**config.mk**
```make
export PLATFORM = sky130hd
export DESIGN_NAME = rf_writeback
export DESIGN_NICKNAME = d
export VERILOG_FILES = /design/src/rtl/rf_writeback_pkg.sv /design/src/rtl/rf_wb_fifo.sv /design/src/rtl/rf_writeback.sv
export SDC_FILE = /design/constraint.sdc
export NUM_CORES = 1
export LEC_CHECK = 0
export CAP_MARGIN = 20
export CORE_MARGIN = 2
export CORE_UTILIZATION = 68
export DETAILED_ROUTE_END_ITERATION = 10
export DONT_BUFFER_PORTS = 1
export GPL_TIMING_DRIVEN = 1
export PLACE_DENSITY = 0.84
export SLEW_MARGIN = 10
export SYNTH_ARGS = -nofsm -noshare
export SYNTH_HDL_FRONTEND = slang
export SYNTH_SLANG_ARGS = --single-unit
```
**constraint.sdc**
```tcl
create_clock -name clk -period 5.52 [get_ports clk]
set_input_delay 0.552 -clock clk [delete_from_list [all_inputs] [get_ports clk]]
set_output_delay 0.552 -clock clk [all_outputs]
set_load 0.1 [all_outputs]
```
**src/rtl/rf_writeback_pkg.sv**
```systemverilog
`default_nettype none
// ============================================================================
//  Module      : rf_writeback_pkg
//  Description : Shared constants and the buffered LSU response entry type
//                for the register-file writeback stage.
//  Revision    : 1.0 - initial release
// ============================================================================
package rf_writeback_pkg;

  // Default widths; the entry struct is sized from these, so the top-level
  // ADDR_WIDTH/DATA_WIDTH parameters are expected to keep these values.
  localparam int WB_ADDR_W   = 5;
  localparam int WB_DATA_W   = 32;
  localparam int WB_LQ_DEPTH = 4;

  // Pointer width for a power-of-two FIFO: index bits plus one wrap bit.
  function automatic int lq_ptr_w(input int depth);
    return $clog2(depth) + 1;
  endfunction

  localparam int LQ_PTR_W = lq_ptr_w(WB_LQ_DEPTH);

  // One buffered LSU response.
  typedef struct packed {
    logic [WB_ADDR_W-1:0] rd;
    logic [WB_DATA_W-1:0] data;
  } wb_entry_t;

endpackage
`default_nettype wire

```
**src/rtl/rf_wb_fifo.sv**
```systemverilog
`default_nettype none
// ============================================================================
//  Module      : rf_wb_fifo
//  Description : Generic synchronous FIFO with wrap-bit pointers. Exposes the
//                head entry combinationally; push is refused when full and
//                pop is refused when empty.
//  Revision    : 1.0 - initial release
// ============================================================================
module rf_wb_fifo #(
  parameter int WIDTH = 37,
  parameter int DEPTH = 4,
  parameter int PTR_W = 3
) (
  input  logic             clk,
  input  logic             rst,
  input  logic             push,
  input  logic [WIDTH-1:0] push_data,
  input  logic             pop,
  output logic [WIDTH-1:0] head_data,
  output logic             full,
  output logic             empty
);

  logic [WIDTH-1:0] r_mem [DEPTH];
  logic [PTR_W-1:0] r_wptr;
  logic [PTR_W-1:0] r_rptr;
  logic             w_do_push;
  logic             w_do_pop;

  // Full when the wrap bits differ and the index bits match.
  assign full      = (r_wptr[PTR_W-1] != r_rptr[PTR_W-1]) &&
                     (r_wptr[PTR_W-2:0] == r_rptr[PTR_W-2:0]);
  assign empty     = (r_wptr == r_rptr);
  assign w_do_push = push && !full;
  assign w_do_pop  = pop && !empty;
  assign head_data = r_mem[r_rptr[PTR_W-2:0]];

  // Pointer update; pointers wrap naturally through the extra MSB.
  always_ff @(posedge clk) begin
    if (rst) begin
      r_wptr <= '0;
      r_rptr <= '0;
    end else begin
      if (w_do_push) r_wptr <= r_wptr + 1'b1;
      if (w_do_pop)  r_rptr <= r_rptr + 1'b1;
    end
  end

  // Storage write; contents are don't-care while the FIFO is empty.
  always_ff @(posedge clk) begin
    if (w_do_push) r_mem[r_wptr[PTR_W-2:0]] <= push_data;
  end

endmodule
`default_nettype wire

```
**src/rtl/rf_writeback.sv**
```systemverilog
`default_nettype none
// ============================================================================
//  Module      : rf_writeback
//  Description : Writeback stage feeding the register-file write port. Merges
//                ALU results (priority) with buffered LSU responses, tracks
//                registers still owed by the LSU, and raises alu_hold when a
//                buffered response has been starved for too long.
//  Revision    : 1.0 - initial release
// ============================================================================
module rf_writeback
  import rf_writeback_pkg::*;
#(
  parameter int ADDR_WIDTH   = WB_ADDR_W,
  parameter int DATA_WIDTH   = WB_DATA_W,
  parameter int LQ_DEPTH     = WB_LQ_DEPTH,
  parameter int STARVE_LIMIT = 3
) (
  input  logic                  clk,
  input  logic                  rst,
  input  logic                  alu_valid,
  input  logic [ADDR_WIDTH-1:0] alu_rd,
  input  logic [DATA_WIDTH-1:0] alu_data,
  output logic                  alu_hold,
  input  logic                  iss_valid,
  input  logic [ADDR_WIDTH-1:0] iss_rd,
  output logic                  iss_ready,
  input  logic                  lsu_rsp_valid,
  output logic                  lsu_rsp_ready,
  input  logic [ADDR_WIDTH-1:0] lsu_rsp_rd,
  input  logic [DATA_WIDTH-1:0] lsu_rsp_data,
  input  logic [ADDR_WIDTH-1:0] q_raddr1,
  input  logic [ADDR_WIDTH-1:0] q_raddr2,
  output logic                  q_busy1,
  output logic                  q_busy2,
  output logic                  rf_wen,
  output logic [ADDR_WIDTH-1:0] rf_waddr,
  output logic [DATA_WIDTH-1:0] rf_wdata
);

  localparam int c_PTR_W    = lq_ptr_w(LQ_DEPTH);
  localparam int c_ENTRY_W  = $bits(wb_entry_t);
  localparam int c_NUM_REGS = 2 ** ADDR_WIDTH;
  localparam int c_STARVE_W = (STARVE_LIMIT < 1) ? 1 : $clog2(STARVE_LIMIT + 1);
  localparam logic [c_STARVE_W-1:0] c_STARVE_MAX = c_STARVE_W'(STARVE_LIMIT);

  wb_entry_t               w_push_entry;
  wb_entry_t               w_head;
  logic [c_ENTRY_W-1:0]    w_head_bits;
  logic                    w_full;
  logic                    w_empty;
  logic                    w_push;
  logic                    w_alu_win;
  logic                    w_pop;
  logic [c_NUM_REGS-1:0]   w_pending_nxt;

  logic [c_NUM_REGS-1:0]   r_pending;
  logic                    r_rf_wen;
  logic [ADDR_WIDTH-1:0]   r_rf_waddr;
  logic [DATA_WIDTH-1:0]   r_rf_wdata;
  logic                    r_from_fifo;
  logic [c_STARVE_W-1:0]   r_starve;
  logic                    r_hold;

  assign w_push_entry = '{rd: lsu_rsp_rd, data: lsu_rsp_data};
  assign w_head       = wb_entry_t'(w_head_bits);

  rf_wb_fifo #(
    .WIDTH (c_ENTRY_W),
    .DEPTH (LQ_DEPTH),
    .PTR_W (c_PTR_W)
  ) u_fifo (
    .clk       (clk),
    .rst       (rst),
    .push      (w_push),
    .push_data (w_push_entry),
    .pop       (w_pop),
    .head_data (w_head_bits),
    .full      (w_full),
    .empty     (w_empty)
  );

  // Ready follows registered full only, so a same-cycle pop never frees a slot.
  assign lsu_rsp_ready = !w_full;
  assign w_push        = lsu_rsp_valid && !w_full;

  // ALU owns the port unless it targets x0; otherwise the FIFO head drains.
  assign w_alu_win = alu_valid && (alu_rd != '0);
  assign w_pop     = !w_alu_win && !w_empty;

  assign iss_ready = !r_pending[iss_rd];
  assign q_busy1   = r_pending[q_raddr1] && (q_raddr1 != '0);
  assign q_busy2   = r_pending[q_raddr2] && (q_raddr2 != '0);

  assign rf_wen    = r_rf_wen;
  assign rf_waddr  = r_rf_waddr;
  assign rf_wdata  = r_rf_wdata;
  assign alu_hold  = r_hold;

  // Scoreboard next state: clear on the FIFO-sourced RF write, set on issue.
  always_comb begin
    w_pending_nxt = r_pending;
    if (r_rf_wen && r_from_fifo) w_pending_nxt[r_rf_waddr] = 1'b0;
    if (iss_valid && iss_ready && (iss_rd != '0)) w_pending_nxt[iss_rd] = 1'b1;
  end

  // Pending bits per architectural register.
  always_ff @(posedge clk) begin
    if (rst) r_pending <= '0;
    else     r_pending <= w_pending_nxt;
  end

  // Register the winning write; address/data hold when nothing is written.
  always_ff @(posedge clk) begin
    if (rst) begin
      r_rf_wen    <= 1'b0;
      r_rf_waddr  <= '0;
      r_rf_wdata  <= '0;
      r_from_fifo <= 1'b0;
    end else if (w_alu_win) begin
      r_rf_wen    <= 1'b1;
      r_rf_waddr  <= alu_rd;
      r_rf_wdata  <= alu_data;
      r_from_fifo <= 1'b0;
    end else if (w_pop && (w_head.rd != '0)) begin
      r_rf_wen    <= 1'b1;
      r_rf_waddr  <= w_head.rd;
      r_rf_wdata  <= w_head.data;
      r_from_fifo <= 1'b1;
    end else begin
      // Idle cycle or a popped x0 entry: nothing reaches the register file.
      r_rf_wen    <= 1'b0;
      r_from_fifo <= 1'b0;
    end
  end

  // Starvation tracking: count ALU-blocked cycles, hold the ALU off once the
  // limit is seen, and release the cycle after the head finally drains.
  always_ff @(posedge clk) begin
    if (rst) begin
      r_starve <= '0;
      r_hold   <= 1'b0;
    end else begin
      if (w_pop) begin
        r_starve <= '0;
      end else if (!w_empty && w_alu_win && (r_starve != c_STARVE_MAX)) begin
        r_starve <= r_starve + 1'b1;
      end
      r_hold <= w_pop ? 1'b0 : (r_hold || (r_starve == c_STARVE_MAX));
    end
  end

endmodule
`default_nettype wire

```
## Yosys cells after proc, flatten, opt, wreduce, memory -nomap -nowiden

Memory sizes are Yosys's and may differ from the RTL's. A register that Yosys moved wholly into a read port is not among the register bits.
Cells that the tools add are included.

| operators by class | value |
|---|---|
| add/subtract/negate cells | 3 |
| magnitude comparators | 6 |
| equal/unequal tests | 5 |
| mux-type cells | 22 |
| bitwise gates (word level) | 3 |
| reduce and logical (&&, ||, !) cells | 29 |

Operator list:

| operator | number |
|---|---|
| $mux 32 | 4 |
| $and 32x32->32 | 1 |
| $not 32->32 | 1 |
| $or 32x32->32 | 1 |
| $reduce_bool 5->1 | 5 |
| $lt 5x6->1 const B | 4 |
| $logic_and 1x1->1 | 16 |
| $bmux 1 s5 | 3 |
| $demux 1 s5 | 2 |
| $ge 5x1->1 const B | 2 |
| $mux 5 | 2 |
| $mux 1 | 9 |
| $add 3x1->3 const B | 2 |
| $logic_not 1->1 | 4 |
| $mux 2 | 2 |
| $reduce_or 2->1 | 2 |
| $eq 3x3->1 | 1 |
| $add 2x1->2 const B | 1 |
| $eq 2x2->1 | 1 |
| $eq 2x2->1 const B | 1 |
| $ne 2x2->1 const B | 1 |
| $reduce_bool 2->1 | 1 |
| $logic_or 1x1->1 | 1 |
| $ne 1x1->1 | 1 |

| word-level totals | value |
|---|---|
| register bits after elaboration | 80 |
| bits in writable memories | 148 |
| bits of input ports | 94 |
| output and inout port bits | 43 |
| logic and storage cells | 78 |
| memories kept | 1 |

Memories:

| name | words | bits a word | rd ports | clocked after memory_dff | write ports | RTL line | text |
|---|---|---|---|---|---|---|---|
| u_fifo.r_mem | 4 | 37 | 1 | 1 | 1 | rf_wb_fifo.sv:24 | `logic [WIDTH-1:0] r_mem [DEPTH];` |

## Logic depth before layout (Yosys ltp)

Gate-level depths: netlist of the first run.

| logic depth | value |
|---|---|
| depth after elaboration | 9 |
| mapped depth | 8 |
| mapped depth without buffers | 5 |

## Hierarchy

From an unflattened synthesis of the first run, not the netlist that was laid out.

| second synthesis, totals | value |
|---|---|
| cell total of the unflattened synthesis | 713 |
| area, all modules | 10224.8 µm² |

By module, submodules not included:

| module | times used | cells an instance | area each (µm²) | sequential area each (µm²) |
|---|---|---|---|---|
| rf_wb_fifo | 1 | 261 | 5905.7 | 4604.4 |
| rf_writeback | 1 | 452 | 4319.1 | 1481.4 |

## Worst setup path before layout of the first run

OpenSTA, ideal clock, no wires.

| timing path | value |
|---|---|
| path type | input to output |
| start point | in iss_rd[0] |
| end point | out iss_ready |
| arrival time | 6.499 ns |
| data required time | 4.968 ns |
| slack | -1.531 ns |
| stages | 5 |
| path through | clkbuf_1 buf_2 mux4_2 and4_1 a2111oi_0 |

| on the way | value |
|---|---|
| longest elaborated chain between the ends | 3 |

RTL lines:

| element | RTL line | text |
|---|---|---|
| start: declaration | rf_writeback.sv:25 | `input logic [ADDR_WIDTH-1:0] iss_rd,` |
| $bmux 1 s5 | rf_writeback.sv:90 | `assign iss_ready = !r_pending[iss_rd];` |
| $mux 1 (implied by the code) | rf_writeback.sv:90 |  |
| $logic_not 1->1 | rf_writeback.sv:90 |  |
| end: declaration | rf_writeback.sv:26 | `output logic iss_ready,` |

Every way passes these cells. The select of a mux whose other input is x is not followed.

==> qor.txt, run 1 <==
final global-route overflow total: 0
leading area contributor after synthesis: edfxtp_1
FF+latch count, synth: 230
Critical-path top delay cell: nor4_4
Distinct cells, synth: 56
Root Driver: clkbuf_16
Starting Density: 69.11%
clock sinks: 230
Syn Inst Count: 811
Die Ht: 128.1 microns
Top delay family on crit path: buffers and inverters
first drt pass iteration count: 5
Least-Margin Pin Slew: 1.181 ns
share of post-route cells with drive strength above 1: 17.71%
synthesized cell area: 10470 sq um
CTS tree: done
skew final: 0.01708 ns
DR WL/cell: 26.64 microns
DRC violations left: 0
Max FO, Critical Path: 29
tightest hold margin: 0.09905 ns
post-synthesis adder-cell area fraction: 0.7172%
status: finished, final reports clean
largest net degree at the start of global routing: 74
post-synthesis sequential area ratio: 58.14%
maximum vdd drop: 0.3536 mV
routability congestion estimate from global placement: 0.9128
mux cell area share after synthesis: 14.27%
Setup CP Type: flip-flop to flip-flop
top cell type's share of synthesized area: 42.46%
Avg Cell Area, Syn: 12.91 sq um
ys async rst share: 0%
CP Cell Sequence: buf_4 -> mux4_2 -> or3_4 -> nor4_4 -> buf_4 -> o21ba_1 -> o32ai_1
Final Cycle Share: 63.61%
number of antenna diodes: 0
CORE AREA: 15150 sq um
layout net count: 885
Critical Path AT: 3.93 ns
DP HPWL: 16.60 mm
# setup viols final: 0
antenna violations before repair: 0
Critical Path RT: 5.94 ns
top cells by area, synth: edfxtp_1 42%, dfxtp_1 16%, mux4_2 14%, a211oi_1 4.6%, o21ai_1 2.7%
num rows: 45
Fin Setup TNS: 0 ns
CP startpoint kind: flip-flop
clk_lat worst skew: 0.52 ns
vias in the first global route: 7174
largest family of logic cells by synthesized area: compound AO/OA/AOI/OAI gates
Slew Viols, Final: 0
cts hold-fix bufs: 0
max_cap viols: 0
WL final: 26.38 mm
most frequent cells in the layout: 148 x edfxtp_1, 80 x dfxtp_1, 64 x a211oi_1
area grow syn2layout: 9.359%
Via Count: 7373
Post-Synth XOR/XNOR Area: 0.6694%
post-DR vias/cell: 7.447
endpoint class of the critical path: flip-flop
Compound-Gate Fraction of Synth Area: 16.04%
Buf/Inv on CP: 2
RSZ-0062 raised after global routing: no
LEAKAGE: 3.638 nW
input/output buffers: 0
Worst path most repeated cell: buf_4
die width: 128.1 microns
die area: 16400 sq um
top_reg_cell synth: edfxtp_1
Clock Path Buffers: 3
Num CTS Buffers: 24
first-pass GRT wire length: 40.68 mm
DRT iter0 DRCs: 1031
Slew HR: 21.16%
post-CTS sizing: 0
Worst path max stage delay: 0.61 ns
Hold Crit Class: input pin to flip-flop
clk slew on worst S/H paths: 0.06 ns
Final Hold Violating Endpoints: 0
worst hold start: rst
most common cell after layout, fill and taps aside: edfxtp_1
final core utilization: 75.58%
achievable clock frequency: 284.8 MHz
Global Route Usage Sum: 32.52%
yosys warns: 0
Power Dens Cells: 449.7 nW/um^2
post-CTS setup buffer count: 0
syn_nets: 911
Antenna Nets Post-Route: 0
minimum clock period: 3.512 ns
Synth Area in Simple Gates: 7.076%
htree depth: 1
# IOs: 137
R2R Setup Slk: 2.01 ns
number of synthesized flops with an enable pin: 148
logic make-up (layout without fill, tap and decap cells):
logic type / after synthesis / after routing
AOI/OAI and AO/OA: 270 / 270
xor gates and xnor gates: 8 / 8
adders and majority gates: 6 / 6
buffers and inverters: 78 / 69
DFF: 230 / 230
muxes: 70 / 70
and+or+nand+nor: 149 / 149
synthesized netlist by cell type, types with 18 or more instances:
master	instances
edfxtp_1	148
dfxtp_1	82
a211oi_1	64
mux4_2	63
nand2_1	63
o21ai_1	57
clkbuf_1	53
a21oi_1	45
a31oi_1	33
o21ai_0	26
nand3_1	19
nor2_1	18
area by class of cell:
class	instances	area, sq um
tap	188	235.2
timing repair buffer	13	122.6
inverter	13	48.80
clock buffer	29	670.6
fill	876	3699
sequential	230	6088
multi-input combinational	503	4121
clock inverter	14	160.2
sequential cells by signal, summed over array words and instances, names as in the netlist, named ones only:
register	flops
u_fifo.r_rptr	3
u_fifo.r_mem	148
alu_hold	1
r_starve	2
r_pending	32
r_from_fifo	1
rf_wdata	32
rf_waddr	5
u_fifo.r_wptr	3
rf_wen	1
power by group:
| group | leakage [nW] | total (W) | internal (W) | switching, W |
|---|---|---|---|---|
| registers | 2.03 | 0.00268 | 0.00199 | 0.000693 |
| logic | 1.22 | 0.000826 | 0.000331 | 0.000495 |
| clock network | 0.387 | 0.00164 | 0.000969 | 0.000672 |
path summary, 6_finish.rpt:
check                      to  cells past startpoint
max reg2reg       rf_waddr[0]                      7
max               rf_waddr[0]                      7
min reg2reg      r_pending[0]                      2
min          u_fifo.r_wptr[0]                      1
per-stage QoR:
step / power, W / std cells / setup WS (ns) / area, sq um
final: 0.005147 / 990 / 2.008 / 11450
after global routing: 0.005290 / 990 / 1.798 / 11450
after CTS: 0.005132 / 988 / 2.004 / 11400
after detailed placement: 0.003508 / 945 / 1.931 / 10570
after global placement: 0.003475 / 945 / 2.125 / 10570
after floorplan: 0.003316 / 811 / 1.198 / 10470
metal layers:
layer	GRT usage, %	routed length [microns]	vias up
met5	0	0	-
met4	12.73	959	0
met3	9.265	3262	87
met2	51.59	12490	544
met1	43.21	9660	3554
li1	-	-	3188
Note: power is estimated with default switching activity, not from simulation.
==> inputs of run 2 (changes only) <==
--- a/config.mk
+++ b/config.mk
@@ -7,11 +7,11 @@
 export LEC_CHECK = 0
 export CAP_MARGIN = 20
 export CORE_MARGIN = 2
-export CORE_UTILIZATION = 68
+export CORE_UTILIZATION = 64
 export DETAILED_ROUTE_END_ITERATION = 10
 export DONT_BUFFER_PORTS = 1
 export GPL_TIMING_DRIVEN = 1
-export PLACE_DENSITY = 0.84
+export PLACE_DENSITY = 0.8
 export SLEW_MARGIN = 10
 export SYNTH_ARGS = -nofsm -noshare
 export SYNTH_HDL_FRONTEND = slang
==> constraint.sdc (replaced) <==
create_clock -name clk -period 3.35 [get_ports clk]
set_input_delay 0.335 -clock clk [delete_from_list [all_inputs] [get_ports clk]]
set_output_delay 0.335 -clock clk [all_outputs]
set_load 0.1 [all_outputs]
==> run 2 against run 1 <==
Routed wire length rose by 5.7%. Clock skew rose by 0.0055 ns. Via count rose by 4.0%. Sequential share of layout area fell by 2.3 points. Global-route usage fell by 0.54 points. Clock-buffer cell count did not move. Utilization fell by 0.47 points. Flip-flop and latch count did not move. Combinational power rose by 90%. Total power rose by 66%. Critical endpoint is now q_busy2. Largest cell class unchanged.
==> qor.txt, run 2 (synthesis gave the netlist of run 1 again) <==
post-CTS sizing: 0 (unchanged)
CP Cell Sequence: mux4_2 -> mux4_2 -> mux2_2
Clock Path Buffers: 3 (unchanged)
Layout Cells excl Fill: 1079 (+9.0%)
antenna violations before repair: 1 (+1)
Via Count: 7670 (+4.0%)
Worst path most repeated cell: mux4_2
endpoint class of the critical path: output port
first-pass GRT wire length: 43.75 mm (+7.5%)
Fin Setup TNS: 0 ns (unchanged)
number of flip-flops in the largest register: 148 (unchanged)
first drt pass iteration count: 6 (+1)
LEAKAGE: 3.888 nW (+6.9%)
layout net count: 945 (+6.8%)
clk slew on worst S/H paths: 0.06 ns (about the same)
Critical Path AT: 2.36 ns (-1.57 ns)
DRC violations left: 0 (unchanged)
CTS tree: done
Hold Crit Class: input pin to flip-flop
Max FO, Critical Path: 4 (-86%)
Worst path max stage delay: 0.50 ns (-0.11 ns)
Global Route Usage Sum: 31.98% (-0.54 points)
most common cell after layout, fill and taps aside: edfxtp_1
share of post-route cells with drive strength above 1: 17.75% (+0.044 points)
routability congestion estimate from global placement: 0.8609 (-5.7%)
cell count after placement: 991 (+4.9%)
Critical Path RT: 3.01 ns (-2.93 ns)
htree depth: 1 (unchanged)
R2R depth: 7 (unchanged)
R2R Setup Slk: 0.71 ns (-1.30 ns)
Num CTS Buffers: 24 (unchanged)
# setup viols final: 0 (unchanged)
num rows: 46 (+2.2%)
die width: 131.9 microns (+3.0%)
Least-Margin Pin Slew: 1.082 ns (-0.09932 ns)
Final WS setup: 0.6580 ns (-1.350 ns)
area grow syn2layout: 14.39%
Starting Density: 65.66% (-3.5 points)
DRT iter0 DRCs: 972 (-5.7%)
CP startpoint kind: flip-flop
Slew Viols, Final: 0 (unchanged)
Critical-path top delay cell: mux4_2
reg2reg start: r_pending[23]
clk_lat worst skew: 0.52 ns (about the same)
CORE AREA: 15940 sq um (+5.3%)
Worst R2R End: r_pending[16]
input/output buffers: 0 (unchanged)
Root Driver: clkbuf_16
Final Hold Violating Endpoints: 0 (unchanged)
DR WL/cell: 25.85 microns (-3.0%)
Setup CP Type: flip-flop to output port
worst hold stages: 3 (+2)
DP Worst Slack: 0.8814 ns (-1.050 ns)
status: finished, final reports clean
achievable clock frequency: 371.5 MHz
skew final: 0.02258 ns (+0.005500 ns)
tightest hold margin: 0.02129 ns (-0.07777 ns)
die area: 17400 sq um (+6.1%)
DP HPWL: 17.59 mm (+5.9%)
Filler Cells Inserted: 982 (+12%)
post-DR vias/cell: 7.108 (-4.6%)
minimum clock period: 2.692 ns
maximum vdd drop: 0.5852 mV (+65%)
# IOs: 137 (unchanged)
max_cap viols: 0 (unchanged)
most frequent cells in the layout: 148 x edfxtp_1, 80 x dfxtp_1, 64 x a211oi_1
Final Cycle Share: 80.36%
final global-route overflow total: 0 (unchanged)
hold endpoint: r_pending[13]
RSZ-0062 raised after global routing: no
Slew HR: 27.79% (+6.6 points)
Die Ht: 131.9 microns (+3.0%)
Power Dens Cells: 713.2 nW/um^2 (+59%)
largest net degree at the start of global routing: 66 (-11%)
final core utilization: 75.11% (-0.47 points)
WL final: 27.89 mm (+5.7%)
vias in the first global route: 7834 (+9.2%)
Antenna Nets Post-Route: 0 (unchanged)
clock sinks: 230 (unchanged)
worst hold start: iss_rd[1]
-- run 2: changes by cell type in the layout (fill, tap and decap cells not counted), sizes merged --
cell | previous run | this run
dlygate4sd3 | 0 | 44
buf | 13 | 29
clkinvlp | 6 | 3
bufinv | 2 | 3
clkinv | 8 | 9
diode | 0 | 1
inv | 11 | 12
-- run 2: routing by layer --
| metal | wire (microns) | global-route usage, % |
|---|---|---|
| met5 | 0 | 0 |
| met4 | 918 | 11.17 |
| met3 | 3437 | 11.34 |
| met2 | 13450 | 51.74 |
| met1 | 10080 | 40.37 |
-- run 2: worst max path at each step --
| stage | end | slack [ns] | startpoint | depth (start not counted) |
|---|---|---|---|---|
| floorplan | iss_ready | 0.22 | iss_rd[0] | 5 |
| global placement | rf_wdata[2] | 0.98 | flip-flop | 6 |
| detailed placement | rf_wdata[0] | 0.88 | flip-flop | 6 |
| CTS | q_busy2 | 0.67 | r_pending[31] | 3 |
| global route | iss_ready | 0.60 | r_pending[23] | 6 |
| finish | q_busy2 | 0.66 | r_pending[31] | 3 |
-- run 2: through the flow --
stage / total power (W) / instance area (sq um)
floorplan: 0.005465 / 10490
global route: 0.008790 / 11970
CTS: 0.008509 / 11970
detailed placement: 0.005809 / 10740
global placement: 0.005744 / 10740
finish: 0.008540 / 11970
-- run 2: layout make-up --
class	count	area [sq um]	share of cell area, %
antenna	1	2.502	0.02090
clock buffer	29	640.6	5.350
clock inverter	14	150.1	1.254
inverter	13	48.80	0.4075
multi-input combinational	503	4115	34.37
sequential	230	6088	50.85
tap	216	270.3	2.257
timing repair buffer	73	658.1	5.496
-- run 2: power by group --
part | total, W | internal, W | switching [W]
sequential | 0.00429 | 0.00327 | 0.00102
clock | 0.00268 | 0.00159 | 0.00109
combinational | 0.00157 | 0.000601 | 0.000968
total | 0.00854 | 0.00547 | 0.00307
-- run 2: what timing repair did --
action                                 4_1_cts  5_1_grt
endpoints found under the hold margin      173        0
hold buffers                                44        0
buffers inserted                             0        0
-- run 2: critical path: cells and delay by family, from the launching register on --
family        cells  cell delay [ns]
flip-flops        1             0.37
multiplexers      3             1.47
==> inputs of run 3 (changes only) <==
==> constraint.sdc (replaced) <==
create_clock -name clk -period 2.6 [get_ports clk]
set_input_delay 0.26 -clock clk [delete_from_list [all_inputs] [get_ports clk]]
set_output_delay 0.26 -clock clk [all_outputs]
set_load 0.1 [all_outputs]
==> run 3 against run 2 <==
Final area up 2.8%. Total power rose by 35%. Sequential power rose by 16%.
==> qor.txt, run 3 (synthesis gave the netlist of run 1 again) <==
share of post-route cells with drive strength above 1: 20.14% (+2.4 points)
Via Count: 7710 (+0.52%)
CP startpoint kind: flip-flop
total power: 0.01154 W (+35%)
Crit. path cell count: 3 (unchanged)
Slew HR: 27.46% (-0.33 points)
endpoint class of the critical path: output port
Global Route Usage Sum: 32.18% (+0.20 points)
# setup viols final: 0 (unchanged)
Worst R2R End: rf_wdata[0]
most common cell after layout, fill and taps aside: edfxtp_1
Critical-path top delay cell: mux2_2
FF/Latch Area: 6088 sq um (unchanged)
final core utilization: 77.21% (+2.1 points)
Die Ht: 131.9 microns (unchanged)
Num CTS Buffers: 24 (unchanged)
die width: 131.9 microns (unchanged)
Critical Path End: q_busy2
Root Driver: clkbuf_16
Final Hold Violating Endpoints: 0 (unchanged)
skew final: 0.01461 ns (-0.007973 ns)
CORE AREA: 15940 sq um (unchanged)
input/output buffers: 0 (unchanged)
DP HPWL: 17.93 mm (+2.0%)
area grow syn2layout: 17.59%
DRT iter0 DRCs: 966 (-0.62%)
Setup CP Type: flip-flop to output port
DR WL/cell: 25.32 microns (-2.0%)
Final Cycle Share: 98.38%
CP Cell Sequence: mux4_2 -> mux4_2 -> mux2_2
Buf/Inv on CP: 0 (unchanged)
WL final: 27.87 mm (about the same)
clk slew on worst S/H paths: 0.06 ns (about the same)
clock sinks: 230 (unchanged)
LEAKAGE: 4.083 nW (+5.0%)
Clock Path Buffers: 3 (unchanged)
achievable clock frequency: 391.0 MHz
area of the multi-input gates: 4119 sq um (about the same)
htree depth: 1 (unchanged)
most frequent cells in the layout: 148 x edfxtp_1, 80 x dfxtp_1, 64 x a211oi_1
Critical Path AT: 2.30 ns (-0.06 ns)
status: finished, final reports clean
Worst path most repeated cell: mux4_2
Starting Density: 65.66% (unchanged)
Worst path max stage delay: 0.49 ns (about the same)
Hold Crit Class: input pin to flip-flop
first-pass GRT wire length: 43.59 mm (-0.35%)
minimum clock period: 2.558 ns
Worst Setup SP: r_pending[14]
clk_lat worst skew: 0.51 ns (about the same)
Critical Path RT: 2.34 ns (-0.67 ns)
tightest hold margin: 0.02123 ns (-0.00005880 ns)
Power Dens Cells: 937.8 nW/um^2 (+31%)
first drt pass iteration count: 5 (-1)
final global-route overflow total: 0 (unchanged)
routability congestion estimate from global placement: 0.8672 (+0.73%)
R2R Setup Slk: 0.21 ns (-0.50 ns)
CTS tree: done
post-DR vias/cell: 7.003 (-1.5%)
Max FO, Critical Path: 4 (unchanged)
max_cap viols: 0 (unchanged)
num rows: 46 (unchanged)
layout net count: 966 (+2.2%)
DRC violations left: 0 (unchanged)
maximum vdd drop: 0.8104 mV (+38%)
number of flip-flops in the largest register: 148 (unchanged)
R2R depth: 6 (-1)
# IOs: 137 (unchanged)
Slew Viols, Final: 0 (unchanged)
die area: 17400 sq um (unchanged)
antenna violations before repair: 1 (unchanged)
Top delay family on crit path: multiplexers
Filler Cells Inserted: 974 (-0.81%)
largest net degree at the start of global routing: 38 (-42%)
Least-Margin Pin Slew: 1.087 ns (+0.004917 ns)
Antenna Nets Post-Route: 0 (unchanged)
vias in the first global route: 7798 (-0.46%)
RSZ-0062 raised after global routing: no
run 3: routing by layer:
metal / wire length [microns] / GRT usage (%) / vias up
li1: - / - / 3353
met5: 0 / 0 / -
met4: 776 / 9.903 / 0
met3: 3175 / 7.843 / 77
met2: 13640 / 53.53 / 528
met1: 10280 / 42.40 / 3752
run 3: worst min path at each step:
stage	from	to	slack [ns]	cells past startpoint
after floorplan	lsu_rsp_data[0]	u_fifo.r_mem[0][0]	0.36	0
after global placement	rst	r_starve[0]	0.34	1
after detailed placement	rst	r_starve[1]	0.34	1
after CTS	rst	rf_wdata[21]	0.003	3
after global routing	rst	rf_wdata[21]	0.008	3
final	iss_rd[3]	r_pending[6]	0.02	3
run 3: layout make-up:
type | instances | share of cell area (%)
inverters | 13 | 0.3964
clock inverters | 15 | 1.870
multi-input cells | 503 | 33.46
repair buffers | 94 | 7.054
well taps | 216 | 2.196
diodes | 1 | 0.02033
flip-flops and latches | 230 | 49.46
clock buffers | 29 | 5.540
run 3: worst min-delay path: cells and delay by family:
family	cells	cell delay [ns]
compound gates	1	0.05
simple gates	2	0.16
run 3: report_power, final:
group          total, W  switching [W]  internal (W)
sequential      0.00498       0.000768       0.00422
clock           0.00386        0.00140       0.00246
combinational   0.00270        0.00182      0.000884
run 3: through the flow:
step	instance area (sq um)	setup TNS, ns	worst slack, ns	instances
final	12310	0	0.04216	1101
after global routing	12310	0	0.007968	1101
after CTS	12300	0	0.005731	1100
after detailed placement	10920	0	0.2334	1010
after global placement	10920	0	0.3121	1010
after floorplan	10510	-0.09293	-0.09293	811
run 3: what timing repair did:
item | CTS | global route
endpoints found under the setup margin | 0 | 2
hold endpoints to repair | 186 | 0
buffers inserted | 0 | 0
hold buffers | 46 | 0
resized for setup | 0 | 1
